`src/rtl/ps2_pkg.sv`:
```
// Shared definitions for the PS/2 scan-code receiver: break-code default,
// frame FSM state encoding and the odd-parity frame check.
package ps2_pkg;

  // Key-release prefix sent by PS/2 scan-code set 2 keyboards
  localparam logic [7:0] BREAK_CODE_DEF = 8'hF0;

  // Frame position: waiting for start bit, data bits, parity bit, stop bit
  typedef enum logic [1:0] {
    ST_IDLE   = 2'd0,
    ST_DATA   = 2'd1,
    ST_PARITY = 2'd2,
    ST_STOP   = 2'd3
  } ps2_state_t;

  // A frame is consistent when data plus parity carry an odd number of ones
  function automatic logic odd_parity_ok(input logic [7:0] data, input logic parity);
    return ^{data, parity};
  endfunction

endpackage

```
`src/rtl/ps2_sync_edge.sv`:
```
// Brings the asynchronous PS/2 clock and data pins into the clk domain and
// produces a one-cycle pulse on each falling edge of the PS/2 clock, with the
// data line registered alongside so both arrive at the FSM together.
module ps2_sync_edge #(
  parameter int SYNC_STAGES = 2
) (
  input  logic clk,
  input  logic rst_n,
  input  logic ps2_clk,
  input  logic ps2_data,
  output logic data_s,
  output logic fall_pulse
);

  logic [SYNC_STAGES-1:0] clk_sync_p0;
  logic [SYNC_STAGES-1:0] data_sync_p0;
  logic                   clk_prev_p1;

  // Synchroniser chains (idle-high lines, so preset to 1), then edge detect
  always_ff @(posedge clk or negedge rst_n) begin
    if (!rst_n) begin
      clk_sync_p0  <= '1;
      data_sync_p0 <= '1;
      clk_prev_p1  <= 1'b1;
      fall_pulse   <= 1'b0;
      data_s       <= 1'b1;
    end else begin
      clk_sync_p0  <= {clk_sync_p0[SYNC_STAGES-2:0], ps2_clk};
      data_sync_p0 <= {data_sync_p0[SYNC_STAGES-2:0], ps2_data};
      // Stage boundary: synchronised lines -> registered edge pulse and data
      clk_prev_p1  <= clk_sync_p0[SYNC_STAGES-1];
      fall_pulse   <= clk_prev_p1 & ~clk_sync_p0[SYNC_STAGES-1];
      data_s       <= data_sync_p0[SYNC_STAGES-1];
    end
  end

endmodule

```
`src/rtl/ps2_scan_receiver.sv`:
```
// PS/2 keyboard receiver: frames 11-bit PS/2 words into scan-code bytes,
// keeps the last four good bytes on x and pulses flag when a break sequence
// (BREAK_CODE followed by a key code) completes.
module ps2_scan_receiver
  import ps2_pkg::*;
#(
  parameter int         TIMEOUT_CYC = 50000,
  parameter logic [7:0] BREAK_CODE  = BREAK_CODE_DEF,
  parameter int         SYNC_STAGES = 2
) (
  input  logic        clk,
  input  logic        rst_n,
  input  logic        ps2_clk,
  input  logic        ps2_data,
  output logic [31:0] x,
  output logic        flag,
  output logic        byte_valid,
  output logic        frame_err
);

  localparam int TW = $clog2(TIMEOUT_CYC);
  localparam logic [TW-1:0] TOUT_LAST = TW'(TIMEOUT_CYC - 1);

  logic          data_s;
  logic          fall_pulse;
  ps2_state_t    state;
  logic [2:0]    bit_cnt;
  logic [TW-1:0] tout_cnt;
  logic [7:0]    shreg;
  logic          par_bit;
  logic          tout_hit;
  logic          frame_ok;

  ps2_sync_edge #(
    .SYNC_STAGES(SYNC_STAGES)
  ) u_sync_edge (
    .clk       (clk),
    .rst_n     (rst_n),
    .ps2_clk   (ps2_clk),
    .ps2_data  (ps2_data),
    .data_s    (data_s),
    .fall_pulse(fall_pulse)
  );

  // A PS/2 edge in the same cycle always takes priority over the timeout
  assign tout_hit = (state != ST_IDLE) && !fall_pulse && (tout_cnt == TOUT_LAST);
  assign frame_ok = data_s && odd_parity_ok(shreg, par_bit);

  // Data bits shifted LSB-first and parity captured; no reset needed since
  // every bit is overwritten before the stop bit evaluates the frame
  always_ff @(posedge clk) begin
    if (fall_pulse && state == ST_DATA)   shreg   <= {data_s, shreg[7:1]};
    if (fall_pulse && state == ST_PARITY) par_bit <= data_s;
  end

  // Frame FSM, inactivity timeout and byte history with registered pulses
  always_ff @(posedge clk or negedge rst_n) begin
    if (!rst_n) begin
      state      <= ST_IDLE;
      bit_cnt    <= '0;
      tout_cnt   <= '0;
      x          <= '0;
      flag       <= 1'b0;
      byte_valid <= 1'b0;
      frame_err  <= 1'b0;
    end else begin
      flag       <= 1'b0;
      byte_valid <= 1'b0;
      frame_err  <= 1'b0;

      if (fall_pulse || state == ST_IDLE || tout_hit) tout_cnt <= '0;
      else                                            tout_cnt <= tout_cnt + TW'(1);

      if (tout_hit) begin
        state     <= ST_IDLE;
        frame_err <= 1'b1;
      end else if (fall_pulse) begin
        unique case (state)
          ST_IDLE: begin
            if (!data_s) begin
              state   <= ST_DATA;
              bit_cnt <= '0;
            end
          end
          ST_DATA: begin
            bit_cnt <= bit_cnt + 3'd1;
            if (bit_cnt == 3'd7) state <= ST_PARITY;
          end
          ST_PARITY: state <= ST_STOP;
          ST_STOP: begin
            state <= ST_IDLE;
            if (frame_ok) begin
              x          <= {x[23:0], shreg};
              byte_valid <= 1'b1;
              flag       <= (x[7:0] == BREAK_CODE) && (shreg != BREAK_CODE);
            end else begin
              frame_err  <= 1'b1;
            end
          end
          default: state <= ST_IDLE;
        endcase
      end
    end
  end

endmodule

```
`config.mk`:
```
export PLATFORM = sky130hd
export DESIGN_NAME = ps2_scan_receiver
export DESIGN_NICKNAME = d
export VERILOG_FILES = /design/src/rtl/ps2_pkg.sv /design/src/rtl/ps2_sync_edge.sv /design/src/rtl/ps2_scan_receiver.sv
export SDC_FILE = /design/constraint.sdc
export NUM_CORES = 1
export LEC_CHECK = 0
export ABC_AREA = 1
export CORE_MARGIN = 10
export CORE_UTILIZATION = 55
export CTS_CLUSTER_SIZE = 14
export DETAILED_ROUTE_END_ITERATION = 10
export PLACE_DENSITY_LB_ADDON = 0.25
export SLEW_MARGIN = 30
export SYNTH_ARGS = -nofsm -noshare
export SYNTH_HDL_FRONTEND = slang
export SYNTH_SLANG_ARGS = --single-unit
```
`constraint.sdc`:
```
create_clock -name clk -period 2 [get_ports clk]
set_input_delay 0.3 -clock clk [delete_from_list [all_inputs] [get_ports clk]]
set_output_delay 0.3 -clock clk [all_outputs]
set_load 0.01 [all_outputs]
```
==> run metrics <==
synth unique cells=30; RePlAce Congestion=0.864; DP Wirelength=4720 um; routed length per instance=15.0 um; crit-path leading delay family=simple AND/OR/NAND/NOR gates; setup bufs post-CTS=0; clock latency on the worst-skew pair=0.35 ns; most common cell after layout, fill and taps aside=nand2_1; Data arrival, critical path=2.00 ns; CTS tree=built; row cnt=28; Ant. Diodes=0; vias per cell=5.56; Max Freq=570 MHz; Yosys warnings=0; XOR/XNOR share of the synthesized area=2.37%; # IOs=39; switching power=1300 uW; port bufs=38; CP Launch Type=register; cell mode on critical path=nand2_1; Worst Path Required=2.24 ns; final hold slack=0.356 ns; area grow syn2layout=22.1%; Mapped Area=0.00332 mm^2; Total Power=4300 uW; Seq cells post-synth=72; Reg clk slew, reported paths=0.08 ns; Slew @ Worst Pin=0.509 ns; commonest cells after routing, fill and taps aside=117 x nand2_1, 57 x dfrtp_1, 41 x nand4_1, 37 x clkdlybuf4s50_1, 31 x inv_1; critical path class=reg -> reg; fin. max-slew vios=0; Mapped Cells=367; CP max stage delay=0.46 ns; fin util=68.9%; adder-cell share of the synthesized area=2.64%; Mapped Avg Cell Area=9.05 um^2; Root Buffer Master=clkbuf_8; starting density of the core=56.4%; power density over the cells=1060 mW/mm^2; pre-CTS WS=0.206 ns; status=completed; die width=97.7 um; Net Count, Synth=378; first-pass GRT wire length=11900 um; # setup viols final=0; Crit Path Max Fanout=17; Leak=0.00192 uW; period utilization=87.7%; CTS Buffer Depth=2; via count=2711; Die Y=97.7 um; Worst IR Drop VDD=0.000520 V; post-synthesis simple-gate area fraction=30.4%; Hold WC Path Type=in -> reg; unrepaired setup endpoints after global routing=false; CTS Sinks=72; GRT Util Overall=14.7%; combinational power share=21.5%; Reg power frac=43.6%; Final Hold Fails=0; initial antenna violation count=0; vias in the first global route=2551; max cap viols=0; Slew HR=66.1%; mux cell area share after synthesis=0%; CP Cell Sequence=nand2_1, inv_1, nor2_1, nand2_1, nand3_1, nand3_1, nand2_2, nand3_4, nand2_1, nand2_1; area of the core=0.00589 mm^2; sequential-to-total area share from yosys stat=55.8%; Remaining Overflow, GRT=0; CTS Buf Count=9; H-tree depth=3; fin worst setup slack=0.245 ns; P_int=3000 uW; Sw Ratio=30.2%; Synth Area in Compound Gates=2.03%; layout cells sized above 1=8.72%; WP buf/inv=1; DRT iter0 DRCs=187; Final Skew=0.0103 ns; final WL=7320 um; drt drc=0; die area=0.00955 mm^2; setup TNS=0 ns; post-route ant nets=0; 1st-pass router iterations=5; largest net degree at the start of global routing=38; flop-to-flop setup slack=0.25 ns; Final min period=1.75 ns; CP max stage cell=edfxtp_1; Layout Nets=419; Clock Power Share=34.9%; largest family of logic cells by synthesized area=simple AND/OR/NAND/NOR gates; crit end category=register
==> final timing paths <==
check | endpoint | startpoint | cells past startpoint
setup / recovery | x[29] | shreg[2] | 10
hold / removal | u_sync_edge.clk_sync_p0[0] | ps2_clk | 1
setup reg to reg | x[29] | shreg[2] | 10
hold reg to reg | u_sync_edge.data_s | u_sync_edge.data_sync_p0[1] | 0
max in group asynchronous | tout_cnt[7] | rst_n | 3
min in group asynchronous | x[0] | rst_n | 2
==> area by class of cell <==
cell class | count | area [um^2]
Multi-Input combinational cell | 248 | 1260
Fill cell | 450 | 1830
Timing Repair Buffer | 44 | 448
Clock buffer | 12 | 199
Clock inverter | 4 | 77.6
Sequential cell | 72 | 1850
Tap cell | 75 | 93.8
Inverter | 33 | 124
==> cells by family (layout without fill, tap and decap cells) <==
kind of cell	after synthesis	count (layout)
xor+xnor	9	9
simple gates	221	222
compound gates	10	10
flops	72	72
fa+ha+maj	7	7
buf+inv	48	93
==> repair_timing <==
| item | 4_1_cts | 5_1_grt |
|---|---|---|
| setup endpoints to repair | 0 | 7 |
| endpoints found under the hold margin | 14 | 0 |
| resized for setup | 0 | 1 |
| hold buffers | 1 | 0 |
==> Yosys cell counts (all sizes together) <==
cell type / number / area share (%)
nor2: 29 / 3.4
or3: 1 / 0.34
nand2: 118 / 13
o31ai: 1 / 0.23
dfstp: 6 / 4.7
xnor2: 3 / 0.79
dfrtp: 57 / 43
ha: 7 / 2.6
edfxtp: 9 / 8.1
or2: 2 / 0.38
inv: 32 / 3.6
clkinv: 1 / 0.11
o21ai: 4 / 0.94
nor3: 12 / 1.8
nand3: 13 / 2.3
nor4: 4 / 0.75
buf: 9 / 2.3
clkbuf: 6 / 0.68
a21oi: 4 / 0.60
xor2: 6 / 1.6
nand3b: 1 / 0.23
nand4: 41 / 7.7
o41ai: 1 / 0.26
==> through the flow <==
| step | std cells | area, um^2 |
|---|---|---|
| 2_1_floorplan | 367 | 3320 |
| 3_3_place_gp | 470 | 3750 |
| 3_5_place_dp | 470 | 3750 |
| 4_1_cts | 487 | 4040 |
| 5_1_grt | 488 | 4060 |
| 6_report | 488 | 4060 |
==> worst reg2reg max path: stages, from the launching register on <==
cell	delay, ns
edfxtp_1	0.46
nand2_1	0.13
inv_1	0.05
nor2_1	0.14
nand2_1	0.08
nand3_1	0.09
nand3_1	0.08
nand2_2	0.18
nand3_4	0.24
nand2_1	0.15
nand2_1	0.06
==> flip-flops by register name, indices dropped and copies added (netlist names) <==
register / cells
u_sync_edge.data_s: 1
shreg: 8
u_sync_edge.clk_prev_p1: 1
u_sync_edge.data_sync_p0: 2
byte_valid: 1
tout_cnt: 16
u_sync_edge.fall_pulse: 1
state: 2
x: 32
flag: 1
bit_cnt: 3
frame_err: 1
u_sync_edge.clk_sync_p0: 2
par_bit: 1
==> layer usage <==
layer / GRT usage [%] / part of all wire (%)
met5: 0 / 0
met1: 17.5 / 41
met2: 23.3 / 48
met3: 3.98 / 7.6
met4: 8.50 / 2.9
==> power groups by stage <==
stage	registers, uW	logic [uW]	clock network [uW]
detailed placement	1890	916	0
global placement	1890	883	0
CTS	1870	920	1520
floorplan	1890	537	0
global route	1900	1040	1570
finish	1870	926	1500
(Power assumes the default switching activity.)
